[config.mk]
export PLATFORM = sky130hd
export DESIGN_NAME = fetch_stage
export DESIGN_NICKNAME = d
export VERILOG_FILES = /design/src/rtl/fetch_stage.sv
export SDC_FILE = /design/constraint.sdc
export NUM_CORES = 1
export LEC_CHECK = 0
export CORE_AREA = 2 2 137 106
export DETAILED_ROUTE_END_ITERATION = 16
export DIE_AREA = 0 0 139 108
export GPL_TIMING_DRIVEN = 0
export PLACE_DENSITY = 0.82
export SLEW_MARGIN = 40
export SYNTH_ARGS = -nofsm -noshare
export SYNTH_HDL_FRONTEND = slang
export SYNTH_SLANG_ARGS = --single-unit
[constraint.sdc]
create_clock -name clk -period 2.7 [get_ports clk]
set_input_delay 0.405 -clock clk [delete_from_list [all_inputs] [get_ports clk]]
set_output_delay 0.405 -clock clk [all_outputs]
set_load 0.03 [all_outputs]
[src/rtl/fetch_stage.sv]
// ---------------------------------------------------------------------------
// fetch_stage
//   Instruction-fetch stage plus IF/ID pipeline register for a 5-stage RV32I
//   pipeline. Holds the fetch PC, selects sequential or redirected next PC,
//   runs a req/ready handshake with instruction memory and presents the
//   fetched instruction to decode.
//
// Ports
//   clk         clock, all state changes on the rising edge
//   rst         synchronous reset, active-low
//   StallF      hold PCF (hazard unit)
//   StallD      hold IF/ID register (hazard unit)
//   FlushD      clear IF/ID register (hazard unit)
//   PcSrcE      taken branch/jump resolved in Execute
//   PCTargetE   redirect target from Execute
//   imem_req    fetch request valid
//   imem_addr   fetch address (= PCF)
//   imem_rdata  instruction word, valid when imem_req & imem_ready
//   imem_ready  memory accepts/returns this cycle
//   PCF         current fetch PC
//   InstrD      instruction to decode
//   PCD         PC of InstrD
//   PCPlus4D    PCD + 4
//   ValidD      InstrD is a real fetched instruction
//   FetchWaitF  request outstanding but memory not ready
// ---------------------------------------------------------------------------
module fetch_stage #(
    parameter logic [31:0] RESET_PC  = 32'h0000_0000,
    parameter logic [31:0] NOP_INSTR = 32'h0000_0013
) (
    input  logic        clk,
    input  logic        rst,
    input  logic        StallF,
    input  logic        StallD,
    input  logic        FlushD,
    input  logic        PcSrcE,
    input  logic [31:0] PCTargetE,
    output logic        imem_req,
    output logic [31:0] imem_addr,
    input  logic [31:0] imem_rdata,
    input  logic        imem_ready,
    output logic [31:0] PCF,
    output logic [31:0] InstrD,
    output logic [31:0] PCD,
    output logic [31:0] PCPlus4D,
    output logic        ValidD,
    output logic        FetchWaitF
);

    typedef enum logic [1:0] {
        ST_BOOT  = 2'd0,
        ST_FETCH = 2'd1,
        ST_WAIT  = 2'd2
    } state_t;

    state_t      r_state;
    state_t      w_state_nxt;
    logic        w_req;
    logic        w_done;
    logic [31:0] w_pc_plus4;

    logic [31:0] r_pc;
    logic [31:0] r_instr_d;
    logic [31:0] r_pc_d;
    logic [31:0] r_pc_plus4_d;
    logic        r_valid_d;

    // A redirect kills any response arriving in the same cycle.
    assign w_done     = w_req & imem_ready & ~PcSrcE;
    // 32-bit adder wraps naturally at the top of the address space.
    assign w_pc_plus4 = r_pc + 32'd4;

    // FSM state register
    always_ff @(posedge clk) begin
        if (!rst) begin
            r_state <= ST_BOOT;
        end else begin
            r_state <= w_state_nxt;
        end
    end

    // FSM next-state logic
    always_comb begin
        w_state_nxt = r_state;
        case (r_state)
            ST_BOOT: begin
                w_state_nxt = ST_FETCH;
            end
            ST_FETCH, ST_WAIT: begin
                // A stalled completion stays in FETCH and re-requests the same PC.
                if (PcSrcE || imem_ready) begin
                    w_state_nxt = ST_FETCH;
                end else begin
                    w_state_nxt = ST_WAIT;
                end
            end
            default: begin
                w_state_nxt = ST_BOOT;
            end
        endcase
    end

    // FSM output logic
    always_comb begin
        w_req = 1'b0;
        case (r_state)
            ST_BOOT:  w_req = 1'b0;
            ST_FETCH: w_req = 1'b1;
            ST_WAIT:  w_req = 1'b1;
            default:  w_req = 1'b0;
        endcase
    end

    // Fetch PC: reset, redirect, stall, advance, hold
    always_ff @(posedge clk) begin
        if (!rst) begin
            r_pc <= RESET_PC;
        end else if (PcSrcE) begin
            r_pc <= PCTargetE;
        end else if (StallF) begin
            r_pc <= r_pc;
        end else if (w_done) begin
            r_pc <= w_pc_plus4;
        end else begin
            r_pc <= r_pc;
        end
    end

    // IF/ID pipeline register: reset, flush, stall, load, bubble
    always_ff @(posedge clk) begin
        if (!rst) begin
            r_instr_d    <= NOP_INSTR;
            r_pc_d       <= 32'h0000_0000;
            r_pc_plus4_d <= 32'h0000_0000;
            r_valid_d    <= 1'b0;
        end else if (FlushD) begin
            r_instr_d    <= NOP_INSTR;
            r_pc_d       <= 32'h0000_0000;
            r_pc_plus4_d <= 32'h0000_0000;
            r_valid_d    <= 1'b0;
        end else if (StallD) begin
            r_instr_d    <= r_instr_d;
            r_pc_d       <= r_pc_d;
            r_pc_plus4_d <= r_pc_plus4_d;
            r_valid_d    <= r_valid_d;
        end else if (w_done && !StallF) begin
            r_instr_d    <= imem_rdata;
            r_pc_d       <= r_pc;
            r_pc_plus4_d <= w_pc_plus4;
            r_valid_d    <= 1'b1;
        end else begin
            // Bubble: PCD/PCPlus4D keep their last values.
            r_instr_d    <= NOP_INSTR;
            r_pc_d       <= r_pc_d;
            r_pc_plus4_d <= r_pc_plus4_d;
            r_valid_d    <= 1'b0;
        end
    end

    assign imem_req   = w_req;
    assign imem_addr  = r_pc;
    assign FetchWaitF = w_req & ~imem_ready;
    assign PCF        = r_pc;
    assign InstrD     = r_instr_d;
    assign PCD        = r_pc_d;
    assign PCPlus4D   = r_pc_plus4_d;
    assign ValidD     = r_valid_d;

endmodule
After elaboration in Yosys (flattened, before gate mapping) --
Index checks and enable logic that the tools add are counted.
Storage, ports and cells: flip-flop bits (word level) 131, output and inout bits 163
Cells by class: $add $sub $neg 1, equal/unequal tests 3, multiplexer cells 8, bitwise logic cells 7, reduce and logical (&&, ||, !) cells 9
Operators by type and width (count):
- 32-bit 2-to-1 mux | 4
- 32-bit by 3-bit adder with 32-bit output (second input constant) | 1
- 1-bit inverter | 4
- 2-bit one-hot mux with 2 select lines | 1
- 2-bit AND reduction | 2
- 2-bit OR reduction | 2
- 1-bit bitwise AND | 3
- 2-bit by 1-bit == test with 1-bit output (second input constant) | 1
- 2-bit == test (second input constant) | 1
- 2-bit logical NOT | 1
- 1-bit 2-to-1 mux | 2
- 2-bit 2-to-1 mux | 1
- 2-bit by 1-bit != test with 1-bit output (second input constant) | 1
- 2-bit nonzero test | 1
- 1-bit logical AND | 1
- 1-bit logical NOT | 1
- 1-bit logical OR | 1

Logic depth before layout (Yosys ltp) --
depth after elaboration 8, depth in mapped cells 9, depth with buffers taken out 7

Worst setup path after synthesis --
No wires, ideal clock.
kind register -> register, start point reg r_state[0], end point reg r_pc_plus4_d[11] (netlist: PCPlus4D[11]), setup time 0.133 ns, arrival time 2.081 ns, data required time 2.567 ns, slack 0.486 ns, stages on the path, launching flop included 8, buffers on the path 2, period minus slack after synthesis 2.214 ns, cell sequence dfxtp_1 -> inv_1 -> ha_1 -> nand3b_1 -> nor3_2 -> buf_2 -> buf_1 -> a21oi_1
Between the ends: longest elaborated chain between the ends 7, elaborated cells on any way between the ends 8
RTL lines:
- start, declared | line 56 | state_t r_state;
- start signal, assigned | line 78 | r_state <= w_state_nxt;
- 2-bit == test or 2-bit by 1-bit == test with 1-bit output (tied branches) | line 106 | case (r_state)
- 2-bit OR reduction (no source line) *
- 1-bit 2-to-1 mux * | line 106
- via imem_req | line 38 | output logic imem_req,
- 1-bit bitwise AND * (2 in a row) | line 69 | assign w_done = w_req & imem_ready & ~PcSrcE;
- 1-bit logical AND * | line 146 | end else if (w_done && !StallF) begin
- 2-bit AND reduction (no source line) *
- end signal, assigned | line 144 | r_pc_plus4_d <= r_pc_plus4_d;
- end signal, assigned | line 149 | r_pc_plus4_d <= w_pc_plus4;
- end signal, assigned | line 155 | r_pc_plus4_d <= r_pc_plus4_d;
- end, declared | line 65 | logic [31:0] r_pc_plus4_d;
Mark *: on every way through the listed nets, which the timed path passes. The rest lies on a longest branch. A chain may end at the register's enable or synchronous reset.

Worst setup path after layout --
start point reg r_state[0], end point reg r_pc_plus4_d[11] (netlist: PCPlus4D[11])
Between the ends: longest elaborated chain between the ends 7, elaborated cells on any way between the ends 8
RTL lines (line):
- 2-bit == test or 2-bit by 1-bit == test with 1-bit output (tied branches) | 106
- 2-bit OR reduction (no source line) *
- 1-bit 2-to-1 mux * | 106
- 1-bit bitwise AND * (2 in a row) | 69
- 1-bit logical AND * | 146
- 2-bit AND reduction (no source line) *
Every way passes the cells marked *; elsewhere a longest branch is shown, timed or not.

==> results.yml <==
placement:
  dpl_cell_area_mm2: 0.00831
  dp_cells: 1096
  place_hpwl_um: 14500
  place_congestion: 0.878
  portBuffers: 232
  place_ws_ns: -0.241
synth:
  synthCells: 689
  synth_area_mm2: 0.00576
  synthSimpleGateAreaFrac: 0.192
  synthTopCellsByCount: "dfxtp_1, nand2_1, a21oi_1, o21ai_0, nor2_1"
  synth_fp_nets: 763
  ys_top_cells_by_area: "dfxtp_1, a21oi_1, nand2_1"
  synth_mux_area_frac: 0.00521
  yosys_warnings: 0
  yosys.area.top_type_share: 0.448
  synth_compound_area_frac: 0.170
  synth_top_family_by_area: "simple AND/OR/NAND/NOR gates"
  yosysSeqAreaShare: 0.448
  synth.most_common_cell: "dfxtp_1"
  synthArstFlopShare: 0
  synth.distinct_cells: 45
  avgSynthCellArea_um2: 8.36
  ys_ff_latch: 129
  synth_edf_count: 0
  synth_area_leader_cell: "dfxtp_1"
  synth_ff_type: "dfxtp_1"
  synth_fa_ha_area_frac: 0.00652
  synth-xor-area-share: 0.0806
layout:
  num-nets-final: 1017
  area.growth.synth_to_final_pct: 55.1
  fin_area_mm2: 0.00893
  seq_area_mm2: 0.00258
  fillCellCount: 1168
  drive_gt1_frac: 0.101
  multi_input_area_mm2: 0.00263
  n_antenna_cell: 0
  finalNonFillerCells: 1131
clocking:
  clkTransAtPathRegs_ns: 0.06
  cts-root-buf: "clkbuf_16"
  insertion_delay_ns: 0.41
  cts_buffers: 17
  htree_levels: 4
  hold_buffers: 0
  max-clock-path-buffers: 2
  cts_sinks: 129
  tritoncts: "built"
worst_setup_path:
  crit_path_end: "PCPlus4D[11]"
  rr_endpoint: "PCPlus4D[11]"
  startpoint_type: "flip-flop"
  crit_start: "r_state[0]"
  required_ns: 2.96
  max_stage_delay_ns: 0.46
  critPathMaxFanout: 10
  r2r_slack_ns: 0.15
  crit_arrival_ns: 2.81
  cp_slowest_cell: "buf_1"
  path_class: "flip-flop to flip-flop"
  reg2reg_depth: 7
  worst_r2r_startpoint: "r_state[0]"
  cp_cell_sequence: "inv_1 > ha_1 > nand3b_1 > nor3_4 > buf_2 > buf_1 > a21oi_1"
  end_kind: "flip-flop"
status:
  status: "finished clean"
die:
  chipHeight_um: 108
  floorplan.rows: 37
  die_width_um: 139
  io_pins: 234
  start_util: 0.426
  fp.coreArea_mm2: 0.0135
  die_area_mm2: 0.0150
global_routing:
  grt_use_total: 0.256
  grt_pass1_vias: 5625
  grt_max_degree: 17
  grt_pass1_wl_um: 30200
  antenna_found_initial: 0
  grt-ovfl-total: 0
sta:
  fmax_mhz: 392
  layout_setup_ws_ns: 0.147
  hold_slack_ns: 0.454
  setup_violations: 0
  grt_setup_unrepaired: "no"
  worst_pin_slew_ns: 0.871
  skew_ns: 0.0125
  finalHoldViolations: 0
  slew_headroom: 0.414
  finalCritPeriodShare: 0.946
  maxSlewViolCount: 0
  period_needed_ns: 2.55
route:
  wl_um: 19500
  drt_iter0_markers: 446
  detail-route-antenna-nets: 0
  via_count: 5918
  drcViolationCount: 0
  routed_via_density: 5.23
  dr.pass1.iters: 5
  drt-wirelength-per-cell_um: 17.3
power_and_ir_drop:
  power_density_mw_per_mm2: 564
  total_power_uw: 5040
  peakVddDrop_mv: 0.441
  p_leak_uw: 0.00311
job:
  drv_cap: 0
min_path:
  hold_depth: 2
  min_path_type: "flip-flop to flip-flop"
-- critical path, delay by kind of cell (launching register included) --
family / cells / cell delay, ns
simple gates: 2 / 0.75
fa+ha+maj: 1 / 0.36
flops: 1 / 0.34
buf+inv: 3 / 0.79
compound gates: 1 / 0.15
-- metrics by stage --
step	setup TNS [ns]	util
global route	0	0.661
global placement	-4.44	0.614
finish	0	0.661
CTS	0	0.659
floorplan	0	-
detailed placement	-4.97	0.614
-- area by class of cell --
type	count	share of cell area
Multi-Input combinational cell	457	0.294
Sequential cell	129	0.289
Timing Repair Buffer	235	0.262
Buffer	98	0.0605
Clock buffer	22	0.0520
Tap cell	175	0.0245
Clock inverter	10	0.0150
Inverter	5	0.00210
-- logic make-up (layout without fill, tap and decap cells) --
family / count (synthesis) / after routing
adder cells (fa/ha/maj): 3 / 3
flip-flops: 129 / 129
AND/OR/NAND/NOR: 223 / 223
buffers and inverters: 103 / 370
AO/OA/AOI/OAI: 175 / 175
XOR/XNOR: 53 / 53
multiplexers: 3 / 3
-- state kept, by name (all words and copies together) (netlist names) --
register	count
InstrD	32
PCD	32
PCF	32
PCPlus4D	30
ValidD	1
r_state	2
-- cell usage in the layout (no fill, tap or decap), types with 5 or more instances in the layout --
master,netlist,final
a211oi_1,5,5
a21oi_1,79,79
a22oi_1,29,29
and2_1,5,5
and3_1,5,5
buf_2,15,15
buf_4,38,41
clkbuf_1,39,41
clkbuf_16,0,17
clkdlybuf4s50_1,0,232
dfxtp_1,129,129
inv_1,5,5
nand2_1,88,88
nand3_1,16,16
nand4_1,12,12
nor2_1,47,47
nor3_1,15,14
nor4_1,6,6
o21ai_0,54,54
xnor2_1,30,30
xor2_1,23,23
-- layer usage --
| metal | part of all wire | GRT usage |
|---|---|---|
| met1 | 0.46 | 0.352 |
| met2 | 0.45 | 0.410 |
| met3 | 0.079 | 0.0607 |
| met4 | 0.0081 | 0.0642 |
| met5 | 0 | 0 |
-- worst min path at each step --
stage	from	to	slack, ns
floorplan	PCF[0]	PCD[0]	0.46
global placement	PCD[18]	PCD[18]	0.44
detailed placement	PCD[20]	PCD[20]	0.45
CTS	PCD[20]	PCD[20]	0.46
global route	PCD[31]	PCD[31]	0.48
finish	PCD[5]	PCD[5]	0.45
-- repair_timing --
action                     4_1_cts  5_1_grt
setup endpoints to repair       20       30
pin swaps                        0        1
hold endpoints to repair         0        0
resized for setup                1        2
setup buffers                    0        3
-- power by group --
group	switching, uW	internal (uW)	total [uW]
clock network	832	1500	2330
registers	60.7	1950	2010
logic	378	329	708
Note: power is estimated with default switching activity, not from simulation.
